===== src/rtl/pipe_hazard_ctl.sv =====
`timescale 1ns/1ps
// pipe_hazard_ctl
//   Hazard and forwarding controller for the five-stage pipeline
//   (IF/ID/EX/MEM/WB). It keeps a private shadow of the ID/EX, EX/MEM and
//   MEM/WB registers. From that shadow it decodes the load-use stall, the EX
//   operand-forwarding selects and the flush of younger stages on a taken
//   branch.
//
// Ports
//   clk, reset              rising-edge clock, synchronous active-high reset
//   id_valid .. id_memread  decoded fields of the instruction held in ID
//   br_taken                branch in MEM resolved taken this cycle
//   stall                   hold PC and IF/ID, bubble into ID/EX
//   flush_ifid/idex/exmem   clear the younger pipeline registers
//   fwd_a, fwd_b            EX operand select: 00 regfile, 01 WB, 10 MEM
//   stall_cnt, flush_cnt    saturating performance counters
//
// Build option
//   PIPE_HAZARD_PERF_CNT_EN  when defined, stall_cnt/flush_cnt count stall
//                            cycles and taken-branch flushes. When undefined
//                            both outputs are tied to zero and no counter
//                            flops exist.
//
// Shadow slots: _p0 = EX (ID/EX), _p1 = MEM (EX/MEM), _p2 = WB (MEM/WB).
// Only the valid bits and counters are reset; the remaining fields are
// ignored whenever the matching valid bit is low.

module pipe_hazard_ctl #(
    parameter int NREG_BITS = 5,
    parameter int CNT_W     = 16
) (
    input  logic                 clk,
    input  logic                 reset,
    input  logic                 id_valid,
    input  logic [NREG_BITS-1:0] id_rs,
    input  logic [NREG_BITS-1:0] id_rt,
    input  logic                 id_uses_rt,
    input  logic [NREG_BITS-1:0] id_wrreg,
    input  logic                 id_regwrite,
    input  logic                 id_memread,
    input  logic                 br_taken,
    output logic                 stall,
    output logic                 flush_ifid,
    output logic                 flush_idex,
    output logic                 flush_exmem,
    output logic [1:0]           fwd_a,
    output logic [1:0]           fwd_b,
    output logic [CNT_W-1:0]     stall_cnt,
    output logic [CNT_W-1:0]     flush_cnt
);

    logic                 vld_p0, vld_p1, vld_p2;
    logic [NREG_BITS-1:0] rs_p0, rt_p0;
    logic [NREG_BITS-1:0] wrreg_p0, wrreg_p1, wrreg_p2;
    logic                 regwrite_p0, regwrite_p1, regwrite_p2;
    logic                 memread_p0, memread_p1;

    logic ex_writer, mem_writer, wb_writer;

    // Operand select for one EX source. MEM wins over WB because it holds the
    // younger result; a load still in MEM has no data yet, so it never
    // forwards from MEM.
    function automatic logic [1:0] fwd_sel(
        input logic [NREG_BITS-1:0] src,
        input logic                 mem_wr,
        input logic                 mem_is_load,
        input logic [NREG_BITS-1:0] mem_reg,
        input logic                 wb_wr,
        input logic [NREG_BITS-1:0] wb_reg
    );
        if (mem_wr && !mem_is_load && (mem_reg == src))
            return 2'b10;
        else if (wb_wr && (wb_reg == src))
            return 2'b01;
        else
            return 2'b00;
    endfunction

    // Writers exclude register 0, which removes every r0 stall and forward.
    assign ex_writer  = vld_p0 && regwrite_p0 && (wrreg_p0 != '0);
    assign mem_writer = vld_p1 && regwrite_p1 && (wrreg_p1 != '0);
    assign wb_writer  = vld_p2 && regwrite_p2 && (wrreg_p2 != '0);

    assign stall = id_valid && !br_taken && memread_p0 && ex_writer &&
                   ((wrreg_p0 == id_rs) || (id_uses_rt && (wrreg_p0 == id_rt)));

    assign flush_ifid  = br_taken;
    assign flush_idex  = br_taken;
    assign flush_exmem = br_taken;

    // A bubble in EX has meaningless source fields, so it selects nothing.
    assign fwd_a = vld_p0 ? fwd_sel(rs_p0, mem_writer, memread_p1, wrreg_p1,
                                    wb_writer, wrreg_p2) : 2'b00;
    assign fwd_b = vld_p0 ? fwd_sel(rt_p0, mem_writer, memread_p1, wrreg_p1,
                                    wb_writer, wrreg_p2) : 2'b00;

    // ID -> EX (_p0) -> MEM (_p1) -> WB (_p2), valid bits
    always_ff @(posedge clk) begin
        if (reset) begin
            vld_p0 <= 1'b0;
            vld_p1 <= 1'b0;
            vld_p2 <= 1'b0;
        end else begin
            vld_p0 <= id_valid && !stall && !br_taken;
            vld_p1 <= vld_p0 && !br_taken;
            vld_p2 <= vld_p1;
        end
    end

    // ID -> EX (_p0) -> MEM (_p1) -> WB (_p2), payload fields
    always_ff @(posedge clk) begin
        rs_p0       <= id_rs;
        rt_p0       <= id_rt;
        wrreg_p0    <= id_wrreg;
        regwrite_p0 <= id_regwrite;
        memread_p0  <= id_memread;
        wrreg_p1    <= wrreg_p0;
        regwrite_p1 <= regwrite_p0;
        memread_p1  <= memread_p0;
        wrreg_p2    <= wrreg_p1;
        regwrite_p2 <= regwrite_p1;
    end

`ifdef PIPE_HAZARD_PERF_CNT_EN
    logic [CNT_W-1:0] stall_cnt_q, flush_cnt_q;

    // Increment that sticks at all-ones instead of wrapping.
    function automatic logic [CNT_W-1:0] sat_inc(input logic [CNT_W-1:0] c);
        return (&c) ? c : c + 1'b1;
    endfunction

    always_ff @(posedge clk) begin
        if (reset) begin
            stall_cnt_q <= '0;
            flush_cnt_q <= '0;
        end else begin
            if (stall)
                stall_cnt_q <= sat_inc(stall_cnt_q);
            if (br_taken)
                flush_cnt_q <= sat_inc(flush_cnt_q);
        end
    end

    assign stall_cnt = stall_cnt_q;
    assign flush_cnt = flush_cnt_q;
`else
    assign stall_cnt = '0;
    assign flush_cnt = '0;
`endif

endmodule


===== config.mk =====
export PLATFORM = sky130hd
export DESIGN_NAME = pipe_hazard_ctl
export DESIGN_NICKNAME = d
export VERILOG_FILES = /design/src/rtl/pipe_hazard_ctl.sv
export SDC_FILE = /design/constraint.sdc
export NUM_CORES = 1
export LEC_CHECK = 0
export CAP_MARGIN = 15
export CORE_UTILIZATION = 44
export DETAILED_ROUTE_END_ITERATION = 12
export PLACE_DENSITY = 0.84
export REMOVE_ABC_BUFFERS = 1
export SYNTH_ARGS = -nofsm -noshare
export SYNTH_HDL_FRONTEND = slang
export SYNTH_SLANG_ARGS = --single-unit

===== constraint.sdc =====
create_clock -name clk -period 4.65 [get_ports clk]
set_input_delay 0.465 -clock clk [delete_from_list [all_inputs] [get_ports clk]]
set_output_delay 0.465 -clock clk [all_outputs]
set_load 0.01 [all_outputs]

Word-level counts from Yosys, hierarchy flattened
Index checks and enable logic that the tools add are counted.
{ "op_classes": {"add_sub_neg": 0, "mul": 0, "n_div": 0, "order_cmp": 0, "n_eq_ne": 6, "shift": 0, "muxes": 6, "bitwise_logic": 0, "reduce_logical": 26} }
{ "op_table": {"columns": ["op", "count"], "rows": [
  ["5-bit equality test", 6],
  ["1-bit logical AND", 19],
  ["5-bit nonzero test", 3],
  ["2-bit 2-to-1 mux", 4],
  ["1-bit logical NOT", 3],
  ["1-bit 2-to-1 mux", 2],
  ["1-bit logical OR", 1]
]} }
{ "word_totals": {"reg_bits": 33, "latchBits": 0, "mem_bits_rw": 0, "mem_bits_ro": 0, "inputBits": 22, "out_inout_bits": 40, "memories": 0} }

Longest topological paths before layout
{ "logic_depth": {"depth_word": 8, "depth_mapped": 4, "mapped_depth_nobuf": 4} }

Least setup slack after synthesis
No wires, ideal clock.
{ "synth_path": {"kind": "register -> output", "start": "register wrreg_p2[4]", "end": "output fwd_b[0]", "t_arrival_ns": 1.494, "required_time_ns": 4.185, "path_slack_ns": 2.691, "stages_incl_launch_ff": 5, "path_buffers": 0, "path_cell_list": "dfxtp_1 or4_1 o2111ai_1 or4_1 nor4_1"} }
{ "synth_via": {"elab_chain_cells": 6} }
{ "synth_rtl": {"columns": ["element", "line", "text"], "rows": [
  ["from (decl)", "54", "logic [NREG_BITS-1:0] wrreg_p0, wrreg_p1, wrreg_p2;"],
  ["from (signal assigned)", "120", "wrreg_p2 <= wrreg_p1;"],
  ["5-bit nonzero test", "82", "assign wb_writer = vld_p2 && regwrite_p2 && (wrreg_p2 != '0);"],
  ["1-bit logical AND", "82", null],
  ["1-bit logical AND *", "73", "else if (wb_wr && (wb_reg == src))"],
  ["1-bit 2-to-1 mux *", "73", null],
  ["2-bit 2-to-1 mux *", "71", "if (mem_wr && !mem_is_load && (mem_reg == src))"],
  ["2-bit 2-to-1 mux *", "94", "assign fwd_b = vld_p0 ? fwd_sel(rt_p0, mem_writer, memread_p1, wrreg_p1,"],
  ["to (decl)", "47", "output logic [1:0] fwd_b,"]
]} }
Every way passes the cells marked *; elsewhere a longest branch is shown, timed or not.

Final worst setup path
{ "layout_path": {"start": "register wrreg_p1[1]", "end": "output fwd_a[0]"} }
{ "layout_via": {"elab_chain_cells": 6} }
{ "layout_rtl": {"columns": ["element", "line", "text"], "rows": [
  ["from (decl)", "54", null],
  ["from (signal assigned)", "117", "wrreg_p1 <= wrreg_p0;"],
  ["5-bit nonzero test", "81", "assign mem_writer = vld_p1 && regwrite_p1 && (wrreg_p1 != '0);"],
  ["1-bit logical AND", "81", null],
  ["1-bit logical AND", "71", null],
  ["1-bit logical AND *", "71", null],
  ["2-bit 2-to-1 mux *", "71", null],
  ["2-bit 2-to-1 mux *", "92", "assign fwd_a = vld_p0 ? fwd_sel(rs_p0, mem_writer, memread_p1, wrreg_p1,"],
  ["to (decl)", "46", "output logic [1:0] fwd_a,"]
]} }
Marked as above.

==> impl_results.md <==
- Fillers: 245
- Design Power: 0.526 mW
- Synthesized area per cell: 10.7 um^2
- Critical Path Start: wrreg_p1[1]
- CP endpoint kind: primary output
- Final hold vios: 0
- Largest stage delay, worst path: 570 ps
- First-pass GRT wire length: 3460 um
- Most frequent cells in the layout: dfxtp_1 (33), conb_1 (32), clkdlybuf4s50_1 (29), xnor2_1 (16), xor2_1 (14)
- Critical Path AT: 2390 ps
- VDD IR max: 0.205 mV
- CTS tree: done
- Simple-Gate Fraction of Synth Area: 0.112
- Chip Height: 58.1 um
- Number of H-tree levels: 2
- R2R depth: 4
- RSZ-0062 raised after global routing: false
- Clk slew on worst S/H paths: 90 ps
- Hpwl dp: 1870 um
- CTS hold repair buffers: 0
- Initial Util: 0.481
- Cell count of the worst hold path: 0
- Final setup violation count: 0
- Slowest-stage cell, CP: clkdlybuf4s50_1
- Ratio of cells with drive above 1 in the final layout: 0.0559
- Synth warn: 0
- Top post-synthesis cells by area: dfxtp_1 (48%), buf_4 (19%), xnor2_1 (10%), xor2_1 (8.9%), or4_1 (2.7%)
- XOR/XNOR share of the synthesized area: 0.190
- Place WS: 2080 ps
- Worst-Skew Late Latency: 320 ps
- Reg2reg start: wrreg_p0[1]
- Root buf cell: clkbuf_4
- Iteration-0 DRC Markers: 23
- Fin. max-slew vios: 0
- Vias in the first global route: 832
- Post-Route WL: 2180 um
- Number of distinct library cells after synthesis: 21
- Leak pwr: 0.660 nW
- Outcome: completed
- Grt ovf: 0
- Drt first pass iters: 4
- Drc violations: 0
- Total track usage: 0.141
- I/O pin cnt: 62
- Die X-Extent: 58.1 um
- Largest net degree at the start of global routing: 10
- Post-Route Setup TNS: 0 ps
- Post-CTS setup buffers: 0
- Core area: 2880 um^2
- Worst setup margin: 1800 ps
- Fmax: 350 MHz
- Routed WL per cell: 10.7 um
- Synth area leader: dfxtp_1
- Sequential share of the synthesized area: 0.477
- Worst Skew: 4.08 ps
- Min Tclk post-route: 2850 ps
- Cell Pwr Density: 322 nW/um^2
- Max cap viols: 0
- Final nets: 183
- IO buf count: 29
- Commonest non-fill, non-tap cell in the layout: dfxtp_1
- Die Footprint: 3370 um^2
- Tightest Hold Check Type: register to register
- Yosys top cell area share: 0.477
- Startpoint Class: register
- Vias: 856
- Area delta synth->final: 18.2%
- Vias per cell: 4.22
- Final Cycle Share: 0.614
- CTS sink count: 33
- # diodes: 0
- Path type of the worst setup path: register to primary output
- Reg2Reg Setup Slack: 3390 ps
- FP Rows: 19
- Post-Synth Adder-Cell Area: 0
- Post-synthesis mux area share: 0
- Synthesized area: 1380 um^2
- Total CTS buffers: 5
- Post-DRT Antenna Nets: 0
- Clock buffer depth: 2
- CP Cell Sequence: or4_1 -> o2111ai_2 -> nor4_1 -> nor4_2 -> clkdlybuf4s50_1
- WP data required: 4180 ps
- Placed Area: 1580 um^2
- GPL Wtd Cong: 0.835
- # resized after CTS: 0
- Initial antenna violation count: 0
- Design Area, Final: 1640 um^2
- WHS: 368 ps
- Hold wc startpoint: regwrite_p0
- Post-Synthesis Cells: 129
- Largest family of logic cells by synthesized area: buffers and inverters
- Synth Register Bits: 33
- Synth Area in Compound Gates: 0.0253
- Critical path peak fanout: 4
-- flip-flops by register name, summed over array words and instances (netlist names) --
name,flops
wrreg_p2,5
rs_p0,5
vld_p0,1
memread_p1,1
regwrite_p2,1
wrreg_p1,5
regwrite_p0,1
wrreg_p0,5
vld_p2,1
memread_p0,1
regwrite_p1,1
vld_p1,1
rt_p0,5
-- power by group --
| part | switching [mW] | internal, mW |
|---|---|---|
| Sequential | 0.0146 | 0.297 |
| Clock | 0.0816 | 0.0713 |
| Combinational | 0.0281 | 0.0337 |
-- final timing paths --
| kind | endpoint |
|---|---|
| setup / recovery | fwd_a[0] |
| hold / removal | regwrite_p1 |
| setup reg to reg | vld_p0 |
| hold reg to reg | regwrite_p1 |
-- per-stage QoR --
step	util	std cells
after floorplan	-	125
after global placement	0.549	196
after detailed placement	0.549	196
after CTS	0.569	203
after global routing	0.569	203
final	0.569	203
-- worst max-delay path: cells and delay by family (launching register included) --
family / cells / cell delay (ps)
and+or+nand+nor: 3 / 940
buffers and inverters: 1 / 570
AOI/OAI and AO/OA: 1 / 210
DFF: 1 / 350
-- kinds of logic after synthesis --
family / count (synthesis)
xor gates and xnor gates: 30
AOI/OAI and AO/OA: 4
DFF: 33
and+or+nand+nor: 25
buffers and inverters: 36
other: 1
-- synthesized netlist by cell type --
master	count
o22ai_1	1
nand3_1	4
a21oi_1	1
nand2_1	3
and2_1	3
o2111ai_1	1
inv_1	1
nor2b_1	1
xnor2_1	16
or4_1	5
o2111ai_2	1
and2_2	1
nor4_2	1
dfxtp_1	33
nor4_1	3
nand4_1	1
nor2_1	2
nor4b_1	1
xor2_1	14
buf_4	35
conb_1	1
-- final cells by class --
class                           count  area (um^2)  area share
Clock buffer                        7         55.1      0.0337
Tap cell                           42         52.6      0.0321
Inverter                            1         3.75     0.00230
Sequential cell                    33          661       0.404
Multi-Input combinational cell     91          573       0.350
Timing Repair Buffer               29          290       0.178
-- routing by layer --
layer  global-route usage  routed length (um)
met1                0.156                 924
met2                0.236                1080
met3               0.0357                 128
met4               0.0952                  48
met5                    0                   0
Note: power is estimated with default switching activity, not from simulation.
